`src/rtl/dht11_data_proc.sv`:
```
// DHT11 post-processing: validates each completed read, keeps a moving average of the
// integer humidity/temperature bytes, converts the averages to BCD and tracks read errors.
module dht11_data_proc #(
  parameter int unsigned AVG_LOG2    = 2,
  parameter int unsigned HUM_MAX     = 95,
  parameter int unsigned TEMP_MAX    = 50,
  parameter int unsigned STALE_LIMIT = 3
) (
  input  logic        clk,
  input  logic        rst,
  input  logic        dht11_done,
  input  logic        dht11_valid,
  input  logic [15:0] humidity,
  input  logic [15:0] temperature,
  input  logic        clear_err,
  output logic [7:0]  hum_avg,
  output logic [7:0]  temp_avg,
  output logic [7:0]  hum_bcd,
  output logic [7:0]  temp_bcd,
  output logic        update,
  output logic        data_ok,
  output logic        stale,
  output logic [7:0]  err_cnt,
  output logic        busy
);

  localparam int unsigned DEPTH = 1 << AVG_LOG2;
  localparam int unsigned SUM_W = 8 + AVG_LOG2;

  typedef enum logic [2:0] {
    S_IDLE   = 3'd0,
    S_CHECK  = 3'd1,
    S_REJECT = 3'd2,
    S_ACCUM  = 3'd3,
    S_BCD    = 3'd4,
    S_OUT    = 3'd5
  } state_t;

  state_t state_q, state_d;

  logic                done_q;
  logic                valid_q,   valid_d;
  logic [7:0]          h_q,       h_d;
  logic [7:0]          t_q,       t_d;
  logic [7:0]          hbuf_q [DEPTH];
  logic [7:0]          hbuf_d [DEPTH];
  logic [7:0]          tbuf_q [DEPTH];
  logic [7:0]          tbuf_d [DEPTH];
  logic [SUM_W-1:0]    hsum_q,    hsum_d;
  logic [SUM_W-1:0]    tsum_q,    tsum_d;
  logic [AVG_LOG2-1:0] wr_ptr_q,  wr_ptr_d;
  logic                primed_q,  primed_d;
  logic [3:0]          consec_q,  consec_d;
  logic                stale_q,   stale_d;
  logic [7:0]          err_q,     err_d;
  logic [7:0]          hbin_q,    hbin_d;
  logic [7:0]          tbin_q,    tbin_d;
  logic [7:0]          hdig_q,    hdig_d;
  logic [7:0]          tdig_q,    tdig_d;
  logic [2:0]          bit_cnt_q, bit_cnt_d;
  logic [7:0]          hum_avg_q, hum_avg_d;
  logic [7:0]          temp_avg_q, temp_avg_d;
  logic [7:0]          hum_bcd_q, hum_bcd_d;
  logic [7:0]          temp_bcd_q, temp_bcd_d;
  logic                update_q,  update_d;
  logic                data_ok_q, data_ok_d;
  logic                busy_q,    busy_d;

  logic                trigger_c;
  logic                accept_c;
  logic [3:0]          consec_inc_c;
  logic                unused_dec;

  // Decimal bytes from the sensor are not used by this block.
  assign unused_dec = ^{humidity[7:0], temperature[7:0]};

  assign trigger_c = dht11_done & ~done_q;
  assign accept_c  = valid_q && (h_q <= 8'(HUM_MAX)) && (t_q <= 8'(TEMP_MAX));
  assign consec_inc_c = (consec_q == 4'd15) ? consec_q : 4'(consec_q + 4'd1);

  // One double-dabble step on a 2-digit BCD accumulator; hundreds carry is dropped.
  function automatic logic [15:0] dabble(input logic [7:0] dig, input logic [7:0] bin);
    logic [7:0] adj;
    adj[3:0] = (dig[3:0] >= 4'd5) ? 4'(dig[3:0] + 4'd3) : dig[3:0];
    adj[7:4] = (dig[7:4] >= 4'd5) ? 4'(dig[7:4] + 4'd3) : dig[7:4];
    return {adj[6:0], bin, 1'b0};
  endfunction

  // State register
  always_ff @(posedge clk or posedge rst) begin
    if (rst) state_q <= S_IDLE;
    else     state_q <= state_d;
  end

  // Next-state logic
  always_comb begin
    state_d = state_q;
    case (state_q)
      S_IDLE:   if (trigger_c) state_d = S_CHECK;
      S_CHECK:  state_d = accept_c ? S_ACCUM : S_REJECT;
      S_REJECT: state_d = S_IDLE;
      S_ACCUM:  state_d = S_BCD;
      S_BCD:    if (bit_cnt_q == 3'd7) state_d = S_OUT;
      S_OUT:    state_d = S_IDLE;
      default:  state_d = S_IDLE;
    endcase
  end

  // Datapath and output next values
  always_comb begin
    valid_d    = valid_q;
    h_d        = h_q;
    t_d        = t_q;
    hbuf_d     = hbuf_q;
    tbuf_d     = tbuf_q;
    hsum_d     = hsum_q;
    tsum_d     = tsum_q;
    wr_ptr_d   = wr_ptr_q;
    primed_d   = primed_q;
    consec_d   = consec_q;
    stale_d    = stale_q;
    err_d      = err_q;
    hbin_d     = hbin_q;
    tbin_d     = tbin_q;
    hdig_d     = hdig_q;
    tdig_d     = tdig_q;
    bit_cnt_d  = bit_cnt_q;
    hum_avg_d  = hum_avg_q;
    temp_avg_d = temp_avg_q;
    hum_bcd_d  = hum_bcd_q;
    temp_bcd_d = temp_bcd_q;
    data_ok_d  = data_ok_q;
    update_d   = 1'b0;
    busy_d     = (state_d != S_IDLE);

    case (state_q)
      S_IDLE: begin
        if (trigger_c) begin
          valid_d = dht11_valid;
          h_d     = humidity[15:8];
          t_d     = temperature[15:8];
        end
      end
      S_REJECT: begin
        if (err_q != 8'hFF) err_d = 8'(err_q + 8'd1);
        consec_d = consec_inc_c;
        if (consec_inc_c >= 4'(STALE_LIMIT)) stale_d = 1'b1;
      end
      S_ACCUM: begin
        if (!primed_q) begin
          // First accepted sample fills the whole window.
          for (int i = 0; i < int'(DEPTH); i++) begin
            hbuf_d[i] = h_q;
            tbuf_d[i] = t_q;
          end
          hsum_d   = SUM_W'(h_q) << AVG_LOG2;
          tsum_d   = SUM_W'(t_q) << AVG_LOG2;
          primed_d = 1'b1;
        end else begin
          hsum_d = SUM_W'(hsum_q - SUM_W'(hbuf_q[wr_ptr_q]) + SUM_W'(h_q));
          tsum_d = SUM_W'(tsum_q - SUM_W'(tbuf_q[wr_ptr_q]) + SUM_W'(t_q));
          hbuf_d[wr_ptr_q] = h_q;
          tbuf_d[wr_ptr_q] = t_q;
          wr_ptr_d = AVG_LOG2'(wr_ptr_q + 1'b1);
        end
        hbin_d    = 8'(hsum_d >> AVG_LOG2);
        tbin_d    = 8'(tsum_d >> AVG_LOG2);
        hdig_d    = 8'd0;
        tdig_d    = 8'd0;
        bit_cnt_d = 3'd0;
        consec_d  = 4'd0;
        stale_d   = 1'b0;
      end
      S_BCD: begin
        {hdig_d, hbin_d} = dabble(hdig_q, hbin_q);
        {tdig_d, tbin_d} = dabble(tdig_q, tbin_q);
        bit_cnt_d = 3'(bit_cnt_q + 3'd1);
      end
      S_OUT: begin
        hum_avg_d  = 8'(hsum_q >> AVG_LOG2);
        temp_avg_d = 8'(tsum_q >> AVG_LOG2);
        hum_bcd_d  = hdig_q;
        temp_bcd_d = tdig_q;
        data_ok_d  = 1'b1;
        update_d   = 1'b1;
      end
      default: ;
    endcase

    // Clear has priority over a same-cycle reject increment.
    if (clear_err) err_d = 8'd0;
  end

  // Datapath registers
  always_ff @(posedge clk or posedge rst) begin
    if (rst) begin
      done_q     <= 1'b0;
      valid_q    <= 1'b0;
      h_q        <= 8'd0;
      t_q        <= 8'd0;
      for (int i = 0; i < int'(DEPTH); i++) begin
        hbuf_q[i] <= 8'd0;
        tbuf_q[i] <= 8'd0;
      end
      hsum_q     <= '0;
      tsum_q     <= '0;
      wr_ptr_q   <= '0;
      primed_q   <= 1'b0;
      consec_q   <= 4'd0;
      stale_q    <= 1'b0;
      err_q      <= 8'd0;
      hbin_q     <= 8'd0;
      tbin_q     <= 8'd0;
      hdig_q     <= 8'd0;
      tdig_q     <= 8'd0;
      bit_cnt_q  <= 3'd0;
      hum_avg_q  <= 8'd0;
      temp_avg_q <= 8'd0;
      hum_bcd_q  <= 8'd0;
      temp_bcd_q <= 8'd0;
      update_q   <= 1'b0;
      data_ok_q  <= 1'b0;
      busy_q     <= 1'b0;
    end else begin
      done_q     <= dht11_done;
      valid_q    <= valid_d;
      h_q        <= h_d;
      t_q        <= t_d;
      hbuf_q     <= hbuf_d;
      tbuf_q     <= tbuf_d;
      hsum_q     <= hsum_d;
      tsum_q     <= tsum_d;
      wr_ptr_q   <= wr_ptr_d;
      primed_q   <= primed_d;
      consec_q   <= consec_d;
      stale_q    <= stale_d;
      err_q      <= err_d;
      hbin_q     <= hbin_d;
      tbin_q     <= tbin_d;
      hdig_q     <= hdig_d;
      tdig_q     <= tdig_d;
      bit_cnt_q  <= bit_cnt_d;
      hum_avg_q  <= hum_avg_d;
      temp_avg_q <= temp_avg_d;
      hum_bcd_q  <= hum_bcd_d;
      temp_bcd_q <= temp_bcd_d;
      update_q   <= update_d;
      data_ok_q  <= data_ok_d;
      busy_q     <= busy_d;
    end
  end

  assign hum_avg  = hum_avg_q;
  assign temp_avg = temp_avg_q;
  assign hum_bcd  = hum_bcd_q;
  assign temp_bcd = temp_bcd_q;
  assign update   = update_q;
  assign data_ok  = data_ok_q;
  assign stale    = stale_q;
  assign err_cnt  = err_q;
  assign busy     = busy_q;

endmodule

```
`config.mk`:
```
export PLATFORM = sky130hd
export DESIGN_NAME = dht11_data_proc
export DESIGN_NICKNAME = d
export VERILOG_FILES = /design/src/rtl/dht11_data_proc.sv
export SDC_FILE = /design/constraint.sdc
export NUM_CORES = 1
export LEC_CHECK = 0
export BUFFER_PORTS_ARGS = -buffer_cell sky130_fd_sc_hd__buf_2
export CAP_MARGIN = 20
export CORE_UTILIZATION = 40
export DETAILED_ROUTE_END_ITERATION = 12
export SLEW_MARGIN = 20
export SYNTH_ARGS = -nofsm -noshare
export SYNTH_HDL_FRONTEND = slang
export SYNTH_SLANG_ARGS = --single-unit
```
`constraint.sdc`:
```
create_clock -name clk -period 6.3 [get_ports clk]
set_input_delay 0.63 -clock clk [delete_from_list [all_inputs] [get_ports clk]]
set_output_delay 0.63 -clock clk [all_outputs]
set_load 0.02 [all_outputs]
```
==> key figures, run 1 <==
Critical path
  – CP endpoint kind: flip-flop
  – Crit path max fanout: 13
  – Crit Path Class: reg2reg
  – CP max-delay cell: dfrtp_1
  – Slowest stage delay, CP: 0.90 ns
  – Worst reg2reg endpoint: tbin_q[7]
  – Critical Path End: tbin_q[7]
  – Critical Path Source: wr_ptr_q[0]
  – Type of origin of the critical path: flip-flop
  – WP data required: ~6.6 ns
  – Flop2flop setup slack: 2.25 ns
  – RR Startpoint: wr_ptr_q[0]
  – Reg2Reg Depth: 11
  – CP Data Arrival Time: 4.35 ns
  – Crit path cell chain: buf_4 -> mux4_2 -> fa_1 -> inv_1 -> ha_1 -> o21ai_1 -> o21bai_1 -> o22ai_2 -> o311ai_1 -> xor2_1 -> o211ai_1

Synth
  – Register area share after synthesis: between 50 and 60%
  – Mapped Nets: 995
  – Post-synthesis compound-gate area fraction: 15.5%
  – Synth Area in XOR/XNOR: 2.07%
  – FFs w/ async S/R, synth: 100%
  – #FFs+latches synth: 191
  – Main area contributors after synthesis: dfrtp_1 51%, nand2_1 6.5%, o21ai_0 6.0%
  – Synthesized area: 9290 sq um
  – Gate Count Post-Synth: 906
  – Number of synthesized flops with an enable pin: 0
  – Multiplexer share of the synthesized area: 6.09%
  – Main combinational cell family by area after synthesis: compound AO/OA/AOI/OAI gates
  – Synth area leader: dfrtp_1
  – Post-synth top area share: 51.5%
  – Synth Flop Type: dfrtp_1
  – Synth warnings: 0
  – Post-synthesis cell type count: 57
  – Syn_area_per_cell: 10.3 sq um
  – Synth Area in Simple Gates: 11.4%
  – Post-synthesis adder-cell area fraction: 8.30%

Drt
  – DRC viols: 0
  – Drt pass-1 iters: 4
  – Wire per inst: 15.8 microns
  – Number of DRC markers in iteration 0: 398
  – ANT nets after route: 0
  – Vias post-DR: 6,450
  – Final wirelength: approximately 20,000 microns
  – Vias per cell: about 5.1

CTS
  – Clock-pin transition on the worst setup and hold timing paths: ~0.070 ns
  – Root buffer cell: clkbuf_16
  – Post-CTS sizing: 0
  – Worst skew pair latency: 0.43 ns
  – Total clock sinks: approximately 190
  – CTS Buf Count: 17
  – CTS tree: built
  – Cts hold-fix bufs: 0
  – Maximum buffer depth of the clock tree: 2
  – Htree depth: 4
  – Post-CTS setup buffers: 0

Global route
  – Initial antenna violation count: 0
  – Total Routing Usage GR: 17.8%
  – Vias in the first global route: 6,386
  – Grt total ovfl: 0
  – Pin count of the biggest net entering global routing: 148
  – Global-route wire length before repair: around 34,000 microns

Timing
  – Final min period: 4.05 ns
  – Final count of hold timing violations: 0
  – Final-report max-slew violation count: 0
  – Setup repair after global routing missed its margin: no
  – Setup violations, final: 0
  – Worst Clk Skew: around 0.0075 ns
  – Slew HR: 28.5%
  – Fmax: 247 MHz
  – Worst slew pin tran: between 1 and 1.5 ns
  – TNS Setup: 0 ns
  – Setup WS post-layout: 2.25 ns
  – Final Cycle Share: 64.3%

Hold path
  – Worst min-delay path category: in2async

Die
  – Placeable Area: 22,700 sq um
  – Io pins: 81
  – FP Rows: 55
  – Initial Utilization: 40.9%
  – Die width: 154 microns
  – Die Span Y: around 150 microns
  – Die ar.: 23,800 sq um

Place
  – Pre-CTS setup slack: 2.20 ns
  – Placed cells: between 1,000 and 1,500
  – DP Area: 9900 sq um
  – Post-DP HPWL: 13,400 microns
  – Final Wtd Congestion: 0.821
  – Port bufs: 64

Final layout
  – Layout Cells excl Fill: 1,253
  – Final nets: around 1,000
  – Area Growth Syn to Fin: 13.1%
  – Finished Cell Area: 10,500 sq um
  – Share of cells above drive strength 1: between 10% and 20%
  – # diodes: 0

Pwr
  – Worst VDD drop: 0.254 mV
  – Leakage: 0.00511 uW
  – Power per Cell Area: 602 nW/um^2

Job
  – Max-cap violation count: 0

Run status
  – Outcome: complete, no violations
-- cell type report --
cell class,count,area (sq um)
Clock buffer,23,488
Clock inverter,8,105
Fill cell,2194,12200
Inverter,83,324
Multi-Input combinational cell,588,4050
Sequential cell,191,4780
Tap cell,285,357
Timing Repair Buffer,75,403
-- layer usage --
layer | track usage (%) | vias to the layer above | routed length (microns)
met5 | 0 | - | 0
met4 | 4.24 | 0 | 163
met3 | 3.28 | 13 | 583
met2 | 27.7 | 91 | 8940
met1 | 25.8 | 3165 | 10100
li1 | - | 3181 | -
-- sequential cells by signal, indices dropped and copies added, names as in the netlist, 2 cells and up --
name	flops
temp_bcd	8
hdig_q	8
tbuf_q	32
err_cnt	8
hbuf_q	32
t_q	8
temp_avg	8
hbin_q	8
bit_cnt_q	3
h_q	8
wr_ptr_q	2
hum_avg	8
hum_bcd	8
state_q	3
tsum_q	10
tbin_q	8
hsum_q	10
consec_q	4
tdig_q	8
-- how the worst min path moves through the flow --
stage,start,endpoint
final,rst,hum_avg[2]
after global routing,dht11_done,done_q
after CTS,dht11_done,done_q
after detailed placement,hum_bcd[3],hum_bcd[3]
after global placement,data_ok,data_ok
after floorplan,hbuf_q[10],hbuf_q[10]
-- worst max-delay path: cells and delay by family (launching register included) --
kind	cells	cell delay (ns)
mux	1	0.54
fa+ha+maj	2	0.84
flops	1	0.90
buf+inv	2	0.40
compound gates	5	1.03
xor+xnor	1	0.20
-- cells in the mapped netlist (6+ instances only) --
cell	count
a21o_1	14
a21oi_1	27
nand3_1	15
a211oi_1	6
xor2_1	11
xnor2_1	11
o21a_1	7
o31ai_1	6
nand2_1	160
nand2b_1	6
a22oi_1	9
ha_1	36
o21ai_0	112
fa_1	16
inv_1	80
dfrtp_1	191
clkbuf_1	32
mux2_2	8
a221o_1	7
mux2i_1	7
nand4_1	6
nor2_1	33
mux4_2	16
o21ai_1	13
buf_2	8
-- power breakdown --
| group | internal, uW | total [uW] | switching [uW] |
|---|---|---|---|
| registers | 1650 | 2020 | 364 |
| clock network | 627 | 1090 | 468 |
| logic | 1420 | 3210 | 1790 |
| total | 3700 | 6320 | 2620 |
-- cells in the final DEF (no fill, tap or decap), types with 14 or more instances in the layout --
cell type / n
o21ai_0: 112
nor2_1: 33
dfrtp_1: 191
fa_1: 16
mux4_2: 16
a21oi_1: 27
a21o_1: 14
ha_1: 36
clkbuf_16: 17
nand2_1: 160
inv_1: 79
nand3_1: 15
buf_2: 64
-- through the flow --
| stage | util [%] | hold WS [ns] | power [uW] |
|---|---|---|---|
| final | 46.2 | 0.321 | 6320 |
| after global routing | 46.2 | 0.311 | 6890 |
| after CTS | 46.2 | 0.301 | 6370 |
| after detailed placement | 43.6 | 0.458 | 5260 |
| after global placement | 43.6 | 0.444 | 5180 |
| after floorplan | - | 0.445 | 4510 |
-- kinds of logic after synthesis --
group,count (synthesis)
flops,191
buf+inv,127
mux,35
simple gates,246
fa+ha+maj,52
compound gates,233
xor+xnor,22
No activity file was read; power rests on OpenSTA's default activity.
==> run 2, diff against run 1 <==
==> constraint.sdc (replaced) <==
create_clock -name clk -period 3.8 [get_ports clk]
set_input_delay 0.38 -clock clk [delete_from_list [all_inputs] [get_ports clk]]
set_output_delay 0.38 -clock clk [all_outputs]
set_load 0.02 [all_outputs]
==> run 2 against run 1 <==
Net effect: combinational power up 70%; sequential share of layout area shrank 0.56 points; wire length fell by 2.0%; non-clock buffer count rose by 14; utilization grew 0.59 points; sequential cell count unchanged; critical path depth stayed put; final area increased by 1.3%; die area stayed put; register-to-register slack worse by 2.0 ns; worst setup slack worse by 2.0 ns; via count fell by 0.40%; critical endpoint is now tsum_q[9]; largest cell class unchanged.
==> key figures, run 2 (synthesized netlist as in run 1, its figures left out) <==
Run status
  – Outcome: complete, no violations

CTS
  – Htree depth: 4 (unchanged)
  – CTS Buf Count: 17 (unchanged)
  – Worst skew pair latency: 0.44 ns (about the same)
  – Total clock sinks: 191 (unchanged)
  – CTS tree: built
  – Clock-pin transition on the worst setup and hold timing paths: 0.07 ns (about the same)
  – Post-CTS setup buffers: 0 (unchanged)
  – Root buffer cell: clkbuf_16
  – Maximum buffer depth of the clock tree: 2 (unchanged)

Final layout
  – Commonest non-fill, non-tap cell in the layout: dfrtp_1
  – Final nets: 1,059 (+1.3%)
  – Fillers: 2,115 (-3.6%)
  – Most frequent cells in the layout: 190 x dfrtp_1, 160 x nand2_1, 112 x o21ai_0
  – Share of cells above drive strength 1: 16.1% (+1.4 points)
  – Largest regs: hbuf_q (32), tbuf_q (32)
  – # diodes: 0 (unchanged)
  – Area Growth Syn to Fin: 14.5%

Timing
  – Final count of hold timing violations: 0 (unchanged)
  – Final-report max-slew violation count: 0 (unchanged)
  – Final Cycle Share: 93.4% (+29 points)
  – Worst slew pin tran: 1.04 ns (-0.0319 ns)
  – Worst Clk Skew: 0.0155 ns (+0.00806 ns)
  – TNS Setup: 0 ns (unchanged)
  – Setup repair after global routing missed its margin: no
  – Final min period: 3.55 ns (-0.503 ns)
  – Fmax: 282 MHz (+14%)
  – Slew HR: 30.1% (+1.6 points)
  – Setup violations, final: 0 (unchanged)

Pwr
  – Leakage: 0.00519 uW (+1.4%)
  – Worst VDD drop: 0.452 mV (+78%)
  – Power Total: 10,500 uW (+66%)
  – Power per Cell Area: 987 nW/um^2 (+64%)

Global route
  – Pin count of the biggest net entering global routing: 192 (+30%)
  – Global-route wire length before repair: 33,400 microns (-0.33%)
  – Initial antenna violation count: 0 (unchanged)
  – Total Routing Usage GR: 17.9% (+0.039 points)
  – Grt total ovfl: 0 (unchanged)
  – Vias in the first global route: 6,423 (+0.58%)

Hold path
  – Worst min-delay path category: in2async

Die
  – Initial Utilization: 40.9% (unchanged)
  – Io pins: 81 (unchanged)
  – FP Rows: 55 (unchanged)
  – Die width: 154 microns (unchanged)
  – Placeable Area: 22,700 sq um (unchanged)
  – Die Span Y: 154 microns (unchanged)
  – Die ar.: 23,800 sq um (unchanged)

Drt
  – Wire per inst: 15.3 microns (-3.1%)
  – DRC viols: 0 (unchanged)
  – ANT nets after route: 0 (unchanged)
  – Final wirelength: 19,400 microns (-2.0%)
  – Vias post-DR: 6,424 (-0.40%)
  – Drt pass-1 iters: 4 (unchanged)
  – Vias per cell: 5.07 (-1.6%)
  – Number of DRC markers in iteration 0: 450 (+13%)

Critical path
  – Type of origin of the critical path: flip-flop
  – WP data required: 4.17 ns (-2.43 ns)
  – Slowest stage delay, CP: 0.56 ns (-0.34 ns)
  – Crit Path Class: reg2reg
  – Cell family with most CP delay: adder cells
  – Crit path max fanout: 7 (-6)
  – CP endpoint kind: flip-flop
  – Crit path cell chain: buf_4 -> mux4_2 -> fa_1 -> inv_1 -> ha_1 -> a211oi_1 -> o21bai_1 -> o22ai_2 -> o311ai_1 -> or4_1 -> nand4_1
  – Reg2Reg Depth: 11 (unchanged)
  – CP max-delay cell: mux4_2
  – Critical path buffers and inverters: 2 (unchanged)
  – Crit path depth: 11 (unchanged)
  – CP Data Arrival Time: 3.91 ns (-0.44 ns)

Place
  – Final Wtd Congestion: 0.822 (about the same)
  – Port bufs: 64 (unchanged)
  – Post-DP HPWL: 13,600 microns (+1.4%)

Job
  – Max-cap violation count: 0 (unchanged)
## run 2: worst min-delay path, delay by kind of cell
family	cells	cell delay [ns]
buffers and inverters	3	0.53
## run 2: layout make-up
class | instances | area [sq um] | area share (%)
sequential | 191 | 4780 | 45.0
multi-input combinational | 588 | 4050 | 38.0
inverter | 83 | 315 | 2.96
clock buffer | 20 | 447 | 4.20
tap | 285 | 357 | 3.35
clock inverter | 12 | 138 | 1.29
timing repair buffer | 89 | 553 | 5.20
## run 2: per-stage QoR
stage,worst slack (ns),hold WS [ns],area (sq um),std cells,util (%)
after global placement,0.252,0.443,10000,1235,44.1
final,0.252,0.0490,10600,1268,46.8
after detailed placement,0.204,0.447,10000,1235,44.1
after floorplan,0.120,0.411,9290,906,-
after global routing,0.0448,0.0509,10600,1268,46.8
after CTS,0.181,0.0531,10600,1267,46.7
## run 2: repair_timing
item	in CTS	in global routing
gates resized for setup	0	1
setup endpoints to repair	0	1
hold buffers	0	0
## run 2: path summary, 6_finish.rpt
path	endpoint	startpoint	slack, ns
max	tsum_q[9]	wr_ptr_q[0]	0.25
min	hum_avg[2]	rst	0.05
max reg2reg	tsum_q[9]	wr_ptr_q[0]	0.25
min reg2reg	data_ok	data_ok	0.46
max in group asynchronous	temp_avg[3]	rst	2.89
min in group clk	done_q	dht11_done	0.08
## run 2: routing by layer
layer	part of all wire, %	GRT usage [%]
met1	50	24.9
met2	47	28.5
met3	2.8	3.25
met4	0.94	5.33
met5	0	0
## run 2: power breakdown
group          leakage, uW  internal [uW]  switching [uW]
Sequential         0.00251           2750             494
Clock             0.000281            992             796
Combinational      0.00239           2400            3060
Total              0.00519           6140            4350
